### src/rtl/start_bit_det_os_pkg.sv
// Shared types and parameter legality checks for the oversampling start-bit detector.
package start_bit_pkg;

  typedef enum logic [1:0] {
    ARM    = 2'd0,
    IDLE   = 2'd1,
    VERIFY = 2'd2,
    BUSY   = 2'd3
  } state_e;

  function automatic bit osr_legal(input int osr);
    return (osr >= 4) && (osr <= 64) && ((osr % 2) == 0);
  endfunction

  function automatic bit vote_legal(input int vote);
    return (vote >= 1) && (vote <= 5) && ((vote % 2) == 1);
  endfunction

  function automatic bit sync_legal(input int stages);
    return stages >= 2;
  endfunction

endpackage

### src/rtl/start_bit_det_os_if.sv
// Serial-pin / RCU side signals of the start-bit detector.
interface start_bit_det_os_if;
  logic sample_en;
  logic serial_in;
  logic frame_done;
  logic filtered_in;
  logic start_bit_detected;
  logic start_confirmed;
  logic false_start;
  logic busy;

  // master: the pin/timer/RCU environment; slave: the detector
  modport master (
    output sample_en, serial_in, frame_done,
    input  filtered_in, start_bit_detected, start_confirmed, false_start, busy
  );

  modport slave (
    input  sample_en, serial_in, frame_done,
    output filtered_in, start_bit_detected, start_confirmed, false_start, busy
  );
endinterface

### src/rtl/start_bit_det_os_sync_vote_filter.sv
// Metastability synchroniser followed by a majority-vote glitch filter clocked by sample_en.
module sync_vote_filter #(
  parameter int   SYNC_STAGES = 2,
  parameter int   VOTE        = 3,
  parameter logic IDLE_LVL    = 1'b1
) (
  input  logic clk,
  input  logic rst,
  input  logic sample_en,
  input  logic serial_in,
  output logic filtered_out
);

  localparam int CW = $clog2(VOTE + 1);

  logic [SYNC_STAGES-1:0] sync_q, sync_d;
  logic [VOTE-1:0]        vote_q, vote_d;
  logic [CW-1:0]          ones;
  logic                   sync_out;

  assign sync_out = sync_q[SYNC_STAGES-1];

  always_comb begin
    sync_d[0] = serial_in;
    for (int unsigned i = 1; i < SYNC_STAGES; i++) sync_d[i] = sync_q[i-1];
  end

  always_comb begin
    vote_d = vote_q;
    if (sample_en) begin
      vote_d[0] = sync_out;
      for (int unsigned i = 1; i < VOTE; i++) vote_d[i] = vote_q[i-1];
    end
  end

  always_comb begin
    ones = '0;
    for (int unsigned i = 0; i < VOTE; i++) ones = ones + CW'(vote_q[i]);
  end

  assign filtered_out = (ones > CW'(VOTE / 2));

  always_ff @(posedge clk) begin
    if (rst) begin
      sync_q <= {SYNC_STAGES{IDLE_LVL}};
      vote_q <= {VOTE{IDLE_LVL}};
    end else begin
      sync_q <= sync_d;
      vote_q <= vote_d;
    end
  end

endmodule

### src/rtl/start_bit_det_os.sv
// Oversampling start-bit detector: filtered edge detect, mid-bit verification, RCU rearm handshake.
module start_bit_det_os
  import start_bit_pkg::*;
#(
  parameter int   OSR         = 16,
  parameter int   SYNC_STAGES = 2,
  parameter int   VOTE        = 3,
  parameter logic IDLE_LVL    = 1'b1,
  parameter int   IDLE_QUAL   = 2
) (
  input logic               clk,
  input logic               rst,
  start_bit_det_os_if.slave bus
);

  if (!osr_legal(OSR)) begin : g_osr_chk
    $error("start_bit_det_os: OSR must be even and within 4..64");
  end
  if (!vote_legal(VOTE)) begin : g_vote_chk
    $error("start_bit_det_os: VOTE must be odd and within 1..5");
  end
  if (!sync_legal(SYNC_STAGES)) begin : g_sync_chk
    $error("start_bit_det_os: SYNC_STAGES must be at least 2");
  end
  if (IDLE_QUAL < 1) begin : g_qual_chk
    $error("start_bit_det_os: IDLE_QUAL must be at least 1");
  end

  localparam int CNT_W  = $clog2(OSR);
  localparam int IDLE_W = $clog2(IDLE_QUAL + 1);
  // os_cnt holds the number of ticks already seen since detection, so the
  // (OSR/2)-th tick is the one arriving while the count equals OSR/2-1.
  localparam logic [CNT_W-1:0]  EVAL_AT   = CNT_W'(OSR / 2 - 1);
  localparam logic [IDLE_W-1:0] QUAL_LAST = IDLE_W'(IDLE_QUAL - 1);

  logic filtered;

  sync_vote_filter #(
    .SYNC_STAGES (SYNC_STAGES),
    .VOTE        (VOTE),
    .IDLE_LVL    (IDLE_LVL)
  ) u_filter (
    .clk          (clk),
    .rst          (rst),
    .sample_en    (bus.sample_en),
    .serial_in    (bus.serial_in),
    .filtered_out (filtered)
  );

  state_e             state_q, state_d;
  logic [IDLE_W-1:0]  idle_cnt_q, idle_cnt_d;
  logic [CNT_W-1:0]   os_cnt_q, os_cnt_d;
  logic               filt_prev_q, filt_prev_d;
  logic               det_q, det_d;
  logic               conf_q, conf_d;
  logic               fs_q, fs_d;
  logic               busy_q, busy_d;

  always_comb begin
    state_d     = state_q;
    idle_cnt_d  = idle_cnt_q;
    os_cnt_d    = os_cnt_q;
    filt_prev_d = bus.sample_en ? filtered : filt_prev_q;
    det_d       = 1'b0;
    conf_d      = 1'b0;
    fs_d        = 1'b0;

    unique case (state_q)
      ARM: begin
        if (bus.sample_en) begin
          if (filtered == IDLE_LVL) begin
            if (idle_cnt_q == QUAL_LAST) begin
              idle_cnt_d = '0;
              state_d    = IDLE;
            end else begin
              idle_cnt_d = idle_cnt_q + 1'b1;
            end
          end else begin
            idle_cnt_d = '0;
          end
        end
      end
      IDLE: begin
        if (bus.sample_en && (filt_prev_q == IDLE_LVL) && (filtered != IDLE_LVL)) begin
          det_d    = 1'b1;
          os_cnt_d = '0;
          state_d  = VERIFY;
        end
      end
      VERIFY: begin
        if (bus.sample_en) begin
          if (os_cnt_q == EVAL_AT) begin
            if (filtered != IDLE_LVL) begin
              conf_d  = 1'b1;
              state_d = BUSY;
            end else begin
              fs_d    = 1'b1;
              state_d = IDLE;
            end
          end else begin
            os_cnt_d = os_cnt_q + 1'b1;
          end
        end
      end
      BUSY: begin
        if (bus.frame_done) begin
          idle_cnt_d = '0;
          state_d    = ARM;
        end
      end
      default: state_d = ARM;
    endcase

    busy_d = (state_d == VERIFY) || (state_d == BUSY);
  end

  always_ff @(posedge clk) begin
    if (rst) begin
      state_q     <= ARM;
      idle_cnt_q  <= '0;
      os_cnt_q    <= '0;
      filt_prev_q <= IDLE_LVL;
      det_q       <= 1'b0;
      conf_q      <= 1'b0;
      fs_q        <= 1'b0;
      busy_q      <= 1'b0;
    end else begin
      state_q     <= state_d;
      idle_cnt_q  <= idle_cnt_d;
      os_cnt_q    <= os_cnt_d;
      filt_prev_q <= filt_prev_d;
      det_q       <= det_d;
      conf_q      <= conf_d;
      fs_q        <= fs_d;
      busy_q      <= busy_d;
    end
  end

  assign bus.filtered_in        = filtered;
  assign bus.start_bit_detected = det_q;
  assign bus.start_confirmed    = conf_q;
  assign bus.false_start        = fs_q;
  assign bus.busy               = busy_q;

endmodule

### src/flat_wrapper.sv
// flat-port wrapper written by rule: the top's interface ports become plain ports
module start_bit_det_os_flat import start_bit_pkg::*;
#(
  parameter int   OSR         = 16,
  parameter int   SYNC_STAGES = 2,
  parameter int   VOTE        = 3,
  parameter logic IDLE_LVL    = 1'b1,
  parameter int   IDLE_QUAL   = 2
)
  (clk, rst, bus_sample_en, bus_serial_in, bus_frame_done, bus_filtered_in, bus_start_bit_detected, bus_start_confirmed, bus_false_start, bus_busy);
  start_bit_det_os_if bus_i ();
  input logic clk;
  input logic rst;
  input wire logic [$bits(bus_i.sample_en)-1:0] bus_sample_en;
  input wire logic [$bits(bus_i.serial_in)-1:0] bus_serial_in;
  input wire logic [$bits(bus_i.frame_done)-1:0] bus_frame_done;
  output wire logic [$bits(bus_i.filtered_in)-1:0] bus_filtered_in;
  output wire logic [$bits(bus_i.start_bit_detected)-1:0] bus_start_bit_detected;
  output wire logic [$bits(bus_i.start_confirmed)-1:0] bus_start_confirmed;
  output wire logic [$bits(bus_i.false_start)-1:0] bus_false_start;
  output wire logic [$bits(bus_i.busy)-1:0] bus_busy;
  assign bus_i.sample_en = bus_sample_en;
  assign bus_i.serial_in = bus_serial_in;
  assign bus_i.frame_done = bus_frame_done;
  assign bus_filtered_in = bus_i.filtered_in;
  assign bus_start_bit_detected = bus_i.start_bit_detected;
  assign bus_start_confirmed = bus_i.start_confirmed;
  assign bus_false_start = bus_i.false_start;
  assign bus_busy = bus_i.busy;
  start_bit_det_os #(.OSR(OSR), .SYNC_STAGES(SYNC_STAGES), .VOTE(VOTE), .IDLE_LVL(IDLE_LVL), .IDLE_QUAL(IDLE_QUAL)) u_core (.clk(clk), .rst(rst), .bus(bus_i));
endmodule
### config.mk
export PLATFORM = sky130hd
export DESIGN_NAME = start_bit_det_os_flat
export DESIGN_NICKNAME = d
export VERILOG_FILES = /design/src/rtl/start_bit_det_os_pkg.sv /design/src/rtl/start_bit_det_os_if.sv /design/src/rtl/start_bit_det_os_sync_vote_filter.sv /design/src/rtl/start_bit_det_os.sv /design/src/flat_wrapper.sv
export SDC_FILE = /design/constraint.sdc
export NUM_CORES = 1
export LEC_CHECK = 0
export ABC_AREA = 1
export CAP_MARGIN = 20
export CORE_ASPECT_RATIO = 1.1
export CORE_MARGIN = 4
export CORE_UTILIZATION = 55
export CTS_CLUSTER_SIZE = 24
export DETAILED_ROUTE_END_ITERATION = 10
export PLACE_DENSITY = 0.9
export RECOVER_POWER = 25
export SETUP_SLACK_MARGIN = 0.1
export SLEW_MARGIN = 30
export SYNTH_ARGS = -nofsm -noshare
export SYNTH_HDL_FRONTEND = slang
export SYNTH_SLANG_ARGS = --single-unit
### constraint.sdc
create_clock -name clk -period 2 [get_ports clk]
set_input_delay 0.2 -clock clk [delete_from_list [all_inputs] [get_ports clk]]
set_output_delay 0.2 -clock clk [all_outputs]
set_load 0.1 [all_outputs]
* Word level (Yosys, flattened, before mapping) *
Index checks and enable logic that the tools add are counted.

storage, ports and cells
  bits in registers = 18
  output and inout bits = 5

operators by class
  add/subtract/negate cells = 4
  $lt $le $gt $ge = 1
  equality and inequality tests = 12
  multiplexer cells = 21
  bitwise operators = 5
  reduce and logical (&&, ||, !) cells = 10

operators with widths
  cell                                                                   count
  2-bit two-way mux                                                      12
  4-bit two-way mux                                                      3
  2-bit == test (second input constant)                                  4
  2-bit != test (second input constant)                                  4
  2-bit one-hot mux with 4 select lines                                  1
  4-bit one-hot mux with 2 select lines                                  1
  1-bit NOT                                                              5
  4-bit by 1-bit adder with 4-bit output (second input constant)         1
  2-bit by 1-bit == test with 1-bit output (second input constant)       2
  4-bit by 3-bit == test with 1-bit output (second input constant)       1
  2-bit one-hot mux with 2 select lines                                  1
  4-bit AND reduction                                                    1
  2-bit nonzero test                                                     2
  4-bit OR reduction                                                     1
  1-bit two-way mux                                                      3
  3-bit AND reduction                                                    1
  1-bit by 1-bit adder with 2-bit output                                 1
  2-bit by 1-bit adder with 2-bit output                                 1
  2-bit by 1-bit adder with 2-bit output (second input constant)         1
  2-bit by 1-bit > comparator with 1-bit output (second input constant)  1
  1-bit logical AND                                                      2
  2-bit zero test                                                        1
  2-bit by 1-bit != test with 1-bit output (second input constant)       1
  2-bit OR reduction                                                     1
  1-bit logical OR                                                       1

* Longest topological paths before layout *
  depth after elaboration = 9
  gate-level depth with buffers = 9
  mapped depth without buffers = 9

* Hierarchy *
Synthesis repeated with hierarchy kept, for this count alone.

unflattened totals
  cell total of the unflattened synthesis = 111
  area, all modules = 803.3 sq um

modules (own cells, without submodules)
  module            instances  cells an instance  area an instance (sq um)
  start_bit_det_os  1          91                 625.6
  sync_vote_filter  1          20                 177.7

* Least setup slack after synthesis *
Ideal clock, no wire load.

  path type = reg2reg
  start point = register with a tool-made name
  end point = register u_core.os_cnt_q[2]
  setup time = 70 ps
  arrival = 1,702 ps
  path slack = 228 ps
  stages on the path, launching flop included = 7
  buffers on the path = 0
  clock period less this slack = 1,772 ps
  cells stage by stage = dfxtp_1 inv_2 nor2_4 inv_1 nor3b_1 nand2_1 a21oi_1

RTL lines
  element                 line                     source
  end signal: assignment  start_bit_det_os.sv:130  os_cnt_q <= os_cnt_d;
  end: declaration        start_bit_det_os.sv:52   logic [CNT_W-1:0] os_cnt_q, os_cnt_d;

* Worst setup path in the final report *
  start point = register u_core.u_filter.vote_q[0]
  end point = output port bus_filtered_in

on the way
  word-level cells in the longest chain between the ends = 3

RTL lines
  element                                        line                                     source
  start: declaration                             start_bit_det_os_sync_vote_filter.sv:17  logic [VOTE-1:0] vote_q, vote_d;
  start signal: assignment                       start_bit_det_os_sync_vote_filter.sv:46  vote_q <= {VOTE{IDLE_LVL}};
  start signal: assignment                       start_bit_det_os_sync_vote_filter.sv:49  vote_q <= vote_d;
  1-bit by 1-bit adder with 2-bit output         start_bit_det_os_sync_vote_filter.sv:38  for (int unsigned i = 0; i < VOTE; i++) ones = ones + CW'(vote_q[i]);
  2-bit by 1-bit adder with 2-bit output         start_bit_det_os_sync_vote_filter.sv:38
  2-bit by 1-bit > comparator with 1-bit output  start_bit_det_os_sync_vote_filter.sv:41  assign filtered_out = (ones > CW'(VOTE / 2));
  end: declaration                               flat_wrapper.sv:17                       output wire logic [$bits(bus_i.filtered_in)-1:0] bus_filtered_in;

Every way passes these cells.

==> reports/results.tsv <==
stage	metric	value	unit
status	status	completed	
global_route	first-pass GRT wire length	2510	µm
sta	fin crit share	73.8	%
sta	relative slew slack	81.9	%
placed_design	dpl cells	135	
setup_path	CP startpoint kind	register	
setup_path	CP Capture Type	output port	
clocking	total CTS buffers	3	
floorplanning	Die Ht	47.9	µm
logic_synthesis	Post-synth EDFFs	0	
clocking	clock buffer depth	2	
global_route	total gr overflow	0	
clocking	clk_lat worst skew	290	ps
drt	final routed DRC violation total	0	
clocking	htree depth	1	
logic_synthesis	Main synth FF type	dfxtp_1	
global_route	vias in the first global route	669	
floorplanning	die footprint	0.00212	mm²
setup_path	Setup crit start	u_core.u_filter.vote_q[0]	
setup_path	CP Max Fanout	5	
floorplanning	Initial Util	58.2	%
logic_synthesis	#FFs+latches synth	17	
logic_synthesis	synth warn	0	
setup_path	Setup Crit Path Kind	register to output port	
sta	Final Hold Viols	0	
sta	Finish-stage setup viols	0	
setup_path	Worst Path Required	1800	ps
job	max cap viols	0	
clocking	root buffer cell	clkbuf_4	
sta	Worst Skew	1.50	ps
clocking	TritonCTS clock tree	done	
floorplanning	num rows	14	
drt	violation count after the first detailed-route iteration	16	
drt	iteration count of the initial detailed-routing pass	6	
drt	routed wire length	1460	µm
logic_synthesis	synthesized area per cell	7.17	µm²
logic_synthesis	register area share after synthesis	42.8	%
logic_synthesis	Distinct cells, synth	19	
floorplanning	CORE AREA	0.00137	mm²
sta	RSZ-0062 raised after global routing	no	
drt	via count	723	
drt	Antenna Nets Post-Route	0	
placed_design	port bufs	9	
drt	routed len/inst	10.5	µm
floorplanning	chip width	44.3	µm
clocking	Post-CTS Hold Buffers	0	
sta	Max Slew Vio Count	0	
clocking	post_cts resized	0	
sta	min Tclk post-route	1480	ps
floorplanning	# IOs	10	
drt	vias per std cell	5.20	
clocking	clk slew on worst S/H paths	100	ps
setup_path	Critical Path AT	1280	ps
placed_design	GPL Wtd Cong	0.816	
power	pwr dens	726	mW/mm²
logic_synthesis	Async S/R FF share, synth	0	%
logic_synthesis	Synth Net Count	118	
logic_synthesis	Cell Area, Synth	796	µm²
setup_path	RR Startpoint	u_core.u_filter.vote_q[0]	
final_layout	Layout Utilization	67.7	%
final_layout	fin cells	139	
final_layout	final net count	131	
sta	setup TNS	0	ps
power	Peak VDD IR	0.000447	V
global_route	initial antenna violation count	0	
final_layout	layout cell share with drive strength beyond 1	16.3	%
sta	hold slack	416	ps
sta	FMAX	677	MHz
logic_synthesis	Synth Instances	111	
final_layout	antenna cell count	0	
power	total power	0.671	mW
power	Lkg Pwr	0.420	nW
sta	worst slew pin tran	270	ps
worst_hold_path	Worst Hold Class	register to register	
worst_hold_path	HP Start	u_core.u_filter.sync_q[0]	
global_route	largest net degree at the start of global routing	10	
global_route	GRT Total Usage	16.0	%
clocking	CTS sink cnt	17	
final_layout	Syn-to-layout area delta	16.2	%
clocking	Post-CTS Setup Bufs	0	
placed_design	DP HPWL	1130	µm
==> worst paths after layout <==
kind / endpoint / slack, ps / depth (start not counted)
setup / recovery: bus_filtered_in / 520 / 4
hold / removal: u_core.u_filter.sync_q[1] / 420 / 1
setup reg to reg: register / 550 / 9
hold reg to reg: u_core.u_filter.sync_q[1] / 420 / 1
==> cells in the final DEF (no fill, tap or decap), types with 3 or more instances in the layout <==
master / instances
clkbuf_4: 3
dfxtp_1: 17
buf_4: 4
o21ai_0: 3
clkdlybuf4s50_1: 3
a21oi_1: 4
nand3_1: 9
inv_1: 16
nand2_2: 5
nor2_4: 3
nor2_1: 13
nand2_1: 28
==> Yosys cell counts, types with 2 or more instances <==
library cell	n	area (µm²)
nand2_1	28	105
dfxtp_1	17	340
inv_1	16	60.1
nor2_1	13	48.8
nand3_1	9	45.0
nand2_2	5	31.3
a21oi_1	4	20.0
nor2_4	3	33.8
o21ai_0	3	15.0
ha_1	2	25.0
nand4_1	2	12.5
or2_2	2	12.5
==> critical path, cell delays in order, from the launching register on <==
cell and delay [ps]:
dfxtp_1 350, ha_1 280, nand2_1 60, nand2_2 120
buf_12 190
==> per-layer routing <==
metal  wire [µm]  part of all wire (%)  global-route usage, %
met1         613                    42                   17.6
met3          76                   5.2                   3.76
met5           0                     0                      0
met2         740                    51                   29.7
met4          30                   2.1                   7.23
==> area by class of cell <==
cell class,instances,area (µm²)
Tap cell,16,20.0
Inverter,17,63.8
Clock buffer,4,26.3
Sequential cell,17,340
Timing Repair Buffer,9,90.1
Multi-Input combinational cell,76,384
Fill cell,127,442
==> stage by stage <==
step	area [µm²]	setup slack [ps]
CTS	925	521
finish	925	523
global route	925	312
floorplan	796	228
global placement	898	458
detailed placement	898	382
==> logic make-up after synthesis <==
family,synth area share [%]
buf+inv,8.96
compound gates,5.98
fa+ha+maj,3.14
flops,42.8
simple gates,39.1
==> power breakdown <==
group	switching [mW]	total, mW	internal (mW)
clock	0.107	0.184	0.0775
combinational	0.0754	0.120	0.0444
sequential	0.0133	0.367	0.354
total	0.195	0.671	0.476
No activity file was read; power rests on OpenSTA's default activity.
